File: config.mk
export PLATFORM = sky130hd
export DESIGN_NAME = dffsr_preset_ctrl
export DESIGN_NICKNAME = d
export VERILOG_FILES = /design/src/rtl/dffsr_preset_ctrl_pkg.sv /design/src/rtl/dffsr_preset_ctrl_rr_arb.sv /design/src/rtl/dffsr_preset_ctrl.sv
export SDC_FILE = /design/constraint.sdc
export NUM_CORES = 1
export LEC_CHECK = 0
export ABC_AREA = 1
export CAP_MARGIN = 15
export CORE_MARGIN = 2
export CORE_UTILIZATION = 48
export DETAILED_ROUTE_END_ITERATION = 6
export PLACE_DENSITY = 0.89
export SETUP_SLACK_MARGIN = 0.02
export SLEW_MARGIN = 20
export SYNTH_ARGS = -nofsm -noshare
export SYNTH_HDL_FRONTEND = slang
export SYNTH_SLANG_ARGS = --single-unit
File: constraint.sdc
create_clock -name clk_i -period 1.9 [get_ports clk_i]
set_clock_uncertainty 0.15 [all_clocks]
set_input_delay 0.38 -clock clk_i [delete_from_list [all_inputs] [get_ports clk_i]]
set_output_delay 0.38 -clock clk_i [all_outputs]
set_load 0.1 [all_outputs]
File: src/rtl/dffsr_preset_ctrl_pkg.sv
// Shared types and default parameters for the DFFSR preset sequencer.
package dffsr_preset_ctrl_pkg;

  typedef enum logic [2:0] {
    StClr,
    StGate,
    StPulse,
    StRecov,
    StIdle
  } state_e;

  localparam int unsigned DefWidth  = 8;
  localparam int unsigned DefNReq   = 2;
  localparam int unsigned DefPwCyc  = 2;
  localparam int unsigned DefRecCyc = 1;

  function automatic int unsigned max_u(input int unsigned a, input int unsigned b);
    return (a > b) ? a : b;
  endfunction

endpackage

File: src/rtl/dffsr_preset_ctrl_rr_arb.sv
// Round-robin arbiter; the priority pointer moves past the winner only on an accepted grant.
module dffsr_preset_ctrl_rr_arb #(
  parameter int unsigned NReq = 2
) (
  input  logic            clk_i,
  input  logic            rst_ni,
  input  logic [NReq-1:0] req_i,
  input  logic            advance_i,
  output logic [NReq-1:0] gnt_o
);

  localparam int unsigned IdxW = $clog2(NReq);

  logic [IdxW-1:0] ptr_q, ptr_d;
  int unsigned     win_idx;
  logic            found;

  always_comb begin
    gnt_o   = '0;
    found   = 1'b0;
    win_idx = 0;
    // ptr_q holds the index with the highest priority this cycle.
    for (int unsigned off = 0; off < NReq; off++) begin
      if (!found && req_i[(32'(ptr_q) + off) % NReq]) begin
        found   = 1'b1;
        win_idx = (32'(ptr_q) + off) % NReq;
      end
    end
    if (found) gnt_o[win_idx] = 1'b1;
    ptr_d = ptr_q;
    if (advance_i && found) ptr_d = IdxW'((win_idx + 1) % NReq);
  end

  always_ff @(posedge clk_i or negedge rst_ni) begin
    if (!rst_ni) ptr_q <= '0;
    else         ptr_q <= ptr_d;
  end

endmodule

File: src/rtl/dffsr_preset_ctrl.sv
// Loads a DFFSR bank through its async S/R pins with the bank clock gated off around each load.
module dffsr_preset_ctrl
  import dffsr_preset_ctrl_pkg::*;
#(
  parameter int unsigned Width  = DefWidth,
  parameter int unsigned NReq   = DefNReq,
  parameter int unsigned PwCyc  = DefPwCyc,
  parameter int unsigned RecCyc = DefRecCyc
) (
  input  logic                 clk_i,
  input  logic                 rst_ni,
  input  logic [NReq-1:0]      req_i,
  input  logic [NReq*Width-1:0] val_i,
  output logic [NReq-1:0]      gnt_o,
  output logic [NReq-1:0]      done_o,
  output logic [Width-1:0]     sn_o,
  output logic [Width-1:0]     rn_o,
  output logic                 cken_o,
  output logic                 busy_o
);

  localparam int unsigned CntW = $clog2(max_u(PwCyc, RecCyc) + 1);
  localparam logic [CntW-1:0] PwLoad  = CntW'(PwCyc - 1);
  localparam logic [CntW-1:0] RecLoad = CntW'(RecCyc - 1);

  state_e            state_q, state_d;
  logic [CntW-1:0]   cnt_q, cnt_d;
  logic [NReq-1:0]   win_q, win_d;
  logic [Width-1:0]  val_q, val_d, sel_val;
  logic              from_pulse_q, from_pulse_d;
  logic [NReq-1:0]   gnt_q, gnt_d, done_q, done_d, arb_gnt;
  logic [Width-1:0]  sn_q, sn_d, rn_q, rn_d;
  logic              cken_q, cken_d, busy_q, busy_d;
  logic              accept;

  // The DONE cycle does not sample requests, so IDLE spans two cycles between loads.
  assign accept = (state_q == StIdle) && (|req_i) && !(|done_q);

  dffsr_preset_ctrl_rr_arb #(
    .NReq(NReq)
  ) u_arb (
    .clk_i    (clk_i),
    .rst_ni   (rst_ni),
    .req_i    (req_i),
    .advance_i(accept),
    .gnt_o    (arb_gnt)
  );

  always_comb begin
    sel_val = '0;
    for (int unsigned i = 0; i < NReq; i++) begin
      sel_val = sel_val | ({Width{arb_gnt[i]}} & val_i[i*Width +: Width]);
    end
  end

  always_comb begin
    state_d      = state_q;
    cnt_d        = cnt_q;
    win_d        = win_q;
    val_d        = val_q;
    from_pulse_d = from_pulse_q;
    case (state_q)
      StClr: begin
        if (cnt_q == '0) begin
          state_d      = StRecov;
          cnt_d        = RecLoad;
          from_pulse_d = 1'b0;
        end else begin
          cnt_d = cnt_q - CntW'(1);
        end
      end
      StGate: begin
        state_d = StPulse;
        cnt_d   = PwLoad;
      end
      StPulse: begin
        if (cnt_q == '0) begin
          state_d      = StRecov;
          cnt_d        = RecLoad;
          from_pulse_d = 1'b1;
        end else begin
          cnt_d = cnt_q - CntW'(1);
        end
      end
      StRecov: begin
        if (cnt_q == '0) state_d = StIdle;
        else             cnt_d   = cnt_q - CntW'(1);
      end
      StIdle: begin
        if (accept) begin
          state_d = StGate;
          win_d   = arb_gnt;
          val_d   = sel_val;
        end
      end
      default: state_d = StClr;
    endcase
  end

  // Outputs are decoded from the next state so every pin leaves a flop.
  always_comb begin
    gnt_d  = (state_d == StGate) ? win_d : '0;
    done_d = (state_q == StRecov && state_d == StIdle && from_pulse_q) ? win_q : '0;
    cken_d = (state_d == StIdle);
    busy_d = (state_d != StIdle);
    case (state_d)
      StClr: begin
        sn_d = '1;
        rn_d = '0;
      end
      StPulse: begin
        sn_d = ~val_d;
        rn_d = val_d;
      end
      default: begin
        sn_d = '1;
        rn_d = '1;
      end
    endcase
  end

  always_ff @(posedge clk_i or negedge rst_ni) begin
    if (!rst_ni) begin
      state_q      <= StClr;
      cnt_q        <= PwLoad;
      win_q        <= '0;
      val_q        <= '0;
      from_pulse_q <= 1'b0;
      gnt_q        <= '0;
      done_q       <= '0;
      sn_q         <= '1;
      rn_q         <= '0;
      cken_q       <= 1'b0;
      busy_q       <= 1'b1;
    end else begin
      state_q      <= state_d;
      cnt_q        <= cnt_d;
      win_q        <= win_d;
      val_q        <= val_d;
      from_pulse_q <= from_pulse_d;
      gnt_q        <= gnt_d;
      done_q       <= done_d;
      sn_q         <= sn_d;
      rn_q         <= rn_d;
      cken_q       <= cken_d;
      busy_q       <= busy_d;
    end
  end

  assign gnt_o  = gnt_q;
  assign done_o = done_q;
  assign sn_o   = sn_q;
  assign rn_o   = rn_q;
  assign cken_o = cken_q;
  assign busy_o = busy_q;

endmodule

==> metrics.md, run 1 <==
| Metric | Value |
|---|---|
| Root Driver | clkbuf_4 |
| Avg Cell Area, Syn | 9.79 um^2 |
| Final design utilization | 75.6% |
| Die area | approximately 4000 um^2 |
| Post-Synth XOR/XNOR Area | 0% |
| Initial Utilization | 49.6% |
| WL final | 3.76 mm |
| Post-Syn Nets | 192 |
| Simple-gate share of the synthesized area | between 20% and 30% |
| Final Hold Vio Count | 0 |
| Crit path DAT | 1.95 ns |
| Vias in the first global route | 1408 |
| Vias | 1368 |
| Adder-cell share of the synthesized area | under 10% |
| MaxCap Viol Count | 0 |
| Largest family of logic cells by synthesized area | simple AND/OR/NAND/NOR gates |
| # nets final | 250 |
| TritonCTS Sinks | 39 |
| Distinct cells, synth | 22 |
| Largest net degree at the start of global routing | 40 |
| Kind of critical path | register to register |
| Rel. slew slack | 78.5% |
| Mux contribution to synthesized area | 0% |
| Crit-path max FO | 6 |
| Final Max Tran Viols | 0 |
| Final period util | a little over nine tenths |
| Post-DR wirelength/cell | 13.7 um |
| Critical path data required time | 2.04 ns |
| FILL cells | roughly 220 |
| DIE WIDTH | 62.7 um |
| Final non-filler cell total | 274 |
| Netlist area before placement | 1660 um^2 |
| CP Launch Type | register |
| Clk slew on worst S/H paths | 0.12 ns |
| Vias/cell | 4.99 |
| Bufs on Longest Clock Path | 2 |
| Row Count | 21 |
| Worst Hold Class | input pin to async pin |
| RR Startpoint | cnt_q[0] |
| R2R setup slack | 0.1 ns |
| Worst setup EP type | register |
| Outcome | complete, no violations |
| Number of remaining DRC errors | 0 |
| Reg2Reg Depth | 8 |
| Setup violators final | 0 |
| GRT overflow | 0 |
| Post-synthesis sequential area ratio | 59.7% |
| Layout cell share with drive strength beyond 1 | about a third |
| Synth Warn # | 0 |
| Port buffer count | 41 |
| Post-synthesis compound-gate area fraction | under 10% |
| Worst-margin pin slew | 0.322 ns |
| Max Clk Rate | 0.554 GHz |
| Clock latency at the later pin of the worst-skew pair | 0.36 ns |
| GRT Util Overall | 21.5% |
| Final design area excluding fillers | 2520 um^2 |
| Post-DP HPWL | between 2 and 3 mm |
| Area delta synth->final | 52.4% |
| Post-DP Area | 2400 um^2 |
| Yosys reg bits | 39 |
| H-Tree Depth | 2 |
| CTS Buf Count | 5 |
| Initial antenna violation count | 0 |
| TritonCTS clock tree | done |
| First drt pass iteration count | 4 |
| RePlAce Congestion | 0.833 |
| Worst r2r dst | rn_o[7] |
| Placed cells | 264 |
| IO Count | 42 |
| First-pass GRT wire length | 6.33 mm |
| Post-DRT Antenna Nets | 0 |
| Die height | 62.7 um |
| Min Tclk post-route | 1.80 ns |
| RSZ-0062 raised after global routing | false |
| Antenna cells | 0 |
| Core footprint | approximately 3300 um^2 |
| Iter 0 DRT Violations | 51 |
| Mapped Cells | 169 |
stage by stage:
step | hold WS, ns | setup TNS (ns) | worst slack [ns]
floorplan | -0.0656 | 0 | 0.0254
detailed placement | 0.205 | -0.554 | -0.0797
global placement | 0.210 | -0.0916 | -0.0224
finish | 0.352 | 0 | 0.0961
global route | 0.379 | 0 | 0.0229
CTS | 0.357 | 0 | 0.0350
worst max-delay path, stage by stage (launching register included):
cell and delay [ns]:
dfstp_2 0.57, inv_1 0.10, ha_4 0.20, nand3_1 0.09, nand2_2 0.08, nor2_2 0.16
buf_4 0.14, nand4_1 0.15, nand2_1 0.10
state kept, by name (all words and copies together) (netlist names):
name / cells
rn_o: 8
sn_o: 8
val_q: 8
state_q: 3
cnt_q: 2
done_o: 2
gnt_o: 2
win_q: 2
busy_o: 1
cken_o: 1
from_pulse_q: 1
u_arb.ptr_q: 1
per-layer routing:
layer / vias up / share of wire (%) / track usage [%]
li1: 636 / - / -
met3: 11 / 5.4 / 5.59
met2: 46 / 54 / 37.1
met5: - / 0 / 0
met4: 0 / 2.3 / 10.8
met1: 675 / 38 / 24.7
how the worst max path moves through the flow:
stage | slack [ns] | start | endpoint | depth (start not counted)
after global placement | -0.02 | req_i[1] | rn_o[4] | 9
after global routing | 0.02 | cnt_q[0] | rn_o[3] | 9
after CTS | 0.03 | cnt_q[0] | rn_o[3] | 9
final | 0.1 | cnt_q[0] | rn_o[7] | 8
after floorplan | 0.03 | done_o[0] | rn_o[0] | 7
after detailed placement | -0.08 | req_i[0] | rn_o[2] | 8
placed cells by master, fill, tap and decap left out, types with 2 or more instances in the layout:
cell type	n
nor2_1	6
ha_1	2
dfstp_2	10
nor2_4	3
buf_4	10
buf_12	23
dfrtp_1	29
nand2_2	11
o21ai_0	6
a21oi_1	4
inv_1	16
nor2_2	3
nand2_1	52
clkbuf_4	5
clkdlybuf4s50_1	18
nand3_1	13
inv_2	3
synth_stat cells:
cell type / count / area share, %
nor2_4: 3 / 2.0
nand4_1: 1 / 0.38
and2_1: 1 / 0.38
nand2_2: 10 / 3.8
buf_6: 2 / 1.4
inv_1: 16 / 3.6
nand3_4: 1 / 1.1
a21boi_2: 1 / 0.68
o21ai_1: 1 / 0.30
dfstp_2: 10 / 16
inv_2: 3 / 0.68
nor2_2: 3 / 1.1
dfrtp_1: 29 / 44
nor2_8: 1 / 1.2
a21oi_1: 4 / 1.2
o22ai_1: 1 / 0.38
o21ai_0: 6 / 1.8
nand3_1: 13 / 3.9
nor2_1: 6 / 1.4
ha_1: 3 / 2.3
nand2_1: 53 / 12
nand2_4: 1 / 0.68
area by class of cell:
class	count	area, um^2	area share, %
clock inverters	2	35.0	1.39
clock buffers	6	51.3	2.03
well taps	46	57.6	2.28
multi-input cells	109	588	23.3
repair buffers	53	731	29.0
inverters	19	71.3	2.83
flip-flops and latches	39	988	39.2
cells by family after synthesis:
| logic type | Yosys count |
|---|---|
| AO/OA/AOI/OAI | 13 |
| buffers and inverters | 21 |
| AND/OR/NAND/NOR | 93 |
| flip-flops | 39 |
| adder cells (fa/ha/maj) | 3 |
repair_timing:
action / in CTS / in global routing
pin swaps: 1 / 2
hold buffers: 1 / 0
buffers inserted: 1 / 0
endpoints found under the setup margin: 11 / 16
gates resized for setup: 0 / 3
endpoints found under the hold margin: 29 / 0
Power of run 1 is left out: the tool's default activity adds up to more than one toggle a clock period on the data nets, which glitch-free logic cannot reach.
==> run 2, diff against run 1 <==
- CAP_MARGIN: 15 -> 25
- REMOVE_ABC_BUFFERS: default -> 1
==> run 2 against run 1 <==
Via count fell by 5.0%. Cell area down 4.4%. Non-clock buffer count fell by 6. Critical endpoint is now rn_o[2]. Sequential share of layout area rose by 1.8 points. Register-to-register slack better by 0.03 ns. Clock-buffer cell count did not move. First-iteration DRC count decreased by 59%. Final cell count fell by 2.9%. Critical path depth grew 1.
==> metrics.md, run 2 (synthesis results as in run 1) <==
| Metric | Value |
|---|---|
| Die height | 62.7 um (unchanged) |
| RePlAce Congestion | 0.799 (-4.1%) |
| Setup TNS Final | 0 ns (unchanged) |
| DIE WIDTH | 62.7 um (unchanged) |
| Post-DR wirelength/cell | 13.1 um (-4.5%) |
| WL final | 3.49 mm (-7.3%) |
| MaxCap Viol Count | 0 (unchanged) |
| Outcome | complete, no violations |
| Min Tclk post-route | 1.77 ns (-0.0323 ns) |
| Initial Utilization | 49.6% (unchanged) |
| Layout cell share with drive strength beyond 1 | 30.9% (-2.9 points) |
| CTS Buf Count | 5 (unchanged) |
| Vias in the first global route | 1328 (-5.7%) |
| Crit-path max FO | 7 (+1) |
| GRT Util Overall | 20.1% (-1.4 points) |
| Clk slew on worst S/H paths | 0.10 ns (-0.02 ns) |
| Iter 0 DRT Violations | 21 (-59%) |
| Rel. slew slack | 69.6% (-8.9 points) |
| First drt pass iteration count | 6 (+2) |
| Port buffer count | 41 (unchanged) |
| Worst Hold Class | register to register |
| Commonest non-fill, non-tap cell in the layout | nand2_1 |
| Row Count | 21 (unchanged) |
| Critical path data required time | 2.03 ns (about the same) |
| Bufs on Longest Clock Path | 2 (unchanged) |
| Most frequent cells in the layout | nand2_1 (53), dfrtp_1 (29), buf_12 (22) |
| Kind of critical path | register to register |
| H-Tree Depth | 2 (unchanged) |
| Final period util | 93.2% (-1.7 points) |
| Post-DRT Antenna Nets | 0 (unchanged) |
| Vias | 1299 (-5.0%) |
| Core footprint | 3340 um^2 (unchanged) |
| Largest net degree at the start of global routing | 40 (unchanged) |
| CP Launch Type | register |
| Final Max Tran Viols | 0 (unchanged) |
| First-pass GRT wire length | 5.95 mm (-6.0%) |
| GRT overflow | 0 (unchanged) |
| Worst setup EP type | register |
| Worst-margin pin slew | 0.456 ns (+0.134 ns) |
| Postcts setup bufs | 0 (-1) |
| Antenna cells | 0 (unchanged) |
| Vias/cell | 4.88 (-2.2%) |
| Crit path DAT | 1.90 ns (-0.05 ns) |
| Number of remaining DRC errors | 0 (unchanged) |
| Clock latency at the later pin of the worst-skew pair | 0.34 ns (-0.02 ns) |
| TritonCTS Sinks | 39 (unchanged) |
| Final Hold Vio Count | 0 (unchanged) |
| Max Clk Rate | 0.564 GHz (+1.8%) |
| Die area | 3930 um^2 (unchanged) |
| Setup violators final | 0 (unchanged) |
| Initial antenna violation count | 0 (unchanged) |
| # nets final | 244 (-2.4%) |
| RSZ-0062 raised after global routing | false |
| IO Count | 42 (unchanged) |
| TritonCTS clock tree | done |
| Post-DP HPWL | 2.64 mm (-4.0%) |
| Root Driver | clkbuf_4 |
| Area delta synth->final | 45.7% |
==> run 2: cell types whose count changed in the layout (fill, tap and decap cells not counted) <==
cell | before | now
buf_12 | 23 | 22
buf_4 | 10 | 5
bufinv_16 | 1 | 0
clkbuf_1 | 0 | 1
clkbuf_8 | 1 | 0
clkinv_2 | 1 | 0
ha_2 | 0 | 1
ha_4 | 1 | 0
nand2_1 | 52 | 53
nand2_2 | 11 | 10
nand3_1 | 13 | 12
nand3_2 | 0 | 1
==> run 2: critical path, cell delays in order, from the launching register on <==
cell and delay (ns):
dfstp_2 0.55, inv_1 0.07, ha_2 0.23, nand3_1 0.08
nand2_1 0.09, nor2_2 0.14, inv_2 0.08, nor2_8 0.17
nand2_2 0.08, nand2_1 0.08
==> run 2: final timing paths <==
check | start | endpoint | slack (ns) | depth (start not counted)
max | cnt_q[0] | rn_o[2] | 0.13 | 9
min | val_q[7] | val_q[7] | 0.35 | 2
max reg2reg | cnt_q[0] | rn_o[2] | 0.13 | 9
min reg2reg | val_q[7] | val_q[7] | 0.35 | 2
max in group asynchronous | rst_ni | cnt_q[0] | 0.77 | 3
min in group asynchronous | rst_ni | rn_o[5] | 0.47 | 3
==> run 2: per-stage QoR <==
stage	hold WS [ns]	util [%]	setup WS [ns]	cells	cell area, um^2
after floorplan	-0.0656	-	-0.0353	167	1630
after global placement	0.294	70.5	-0.0478	259	2350
after detailed placement	0.295	70.5	-0.135	259	2350
after CTS	0.344	72.1	0.0264	266	2400
after global routing	0.365	72.3	0.0228	266	2410
final	0.350	72.3	0.128	266	2410
==> run 2: layout make-up <==
cell class              instances  area, um^2
flip-flops and latches         39         988
fillers                       227         925
repair buffers                 47         673
multi-input cells             109         581
inverters                      19        71.3
well taps                      46        57.6
clock buffers                   6        41.3
==> run 2: repair_timing <==
| action | in CTS | in global routing |
|---|---|---|
| endpoints found under the hold margin | 29 | 0 |
| hold buffers | 1 | 0 |
| endpoints found under the setup margin | 0 | 15 |
| resized for setup | 0 | 2 |
==> run 2: routing by layer <==
| metal | GRT usage (%) | vias up | routed length (um) |
|---|---|---|---|
| met5 | 0 | - | 0 |
| met2 | 34.9 | 40 | 1940 |
| met4 | 8.89 | 0 | 59 |
| li1 | - | 629 | - |
| met3 | 6.49 | 5 | 175 |
| met1 | 22.5 | 625 | 1310 |
Power of run 2 is left out for the same reason.
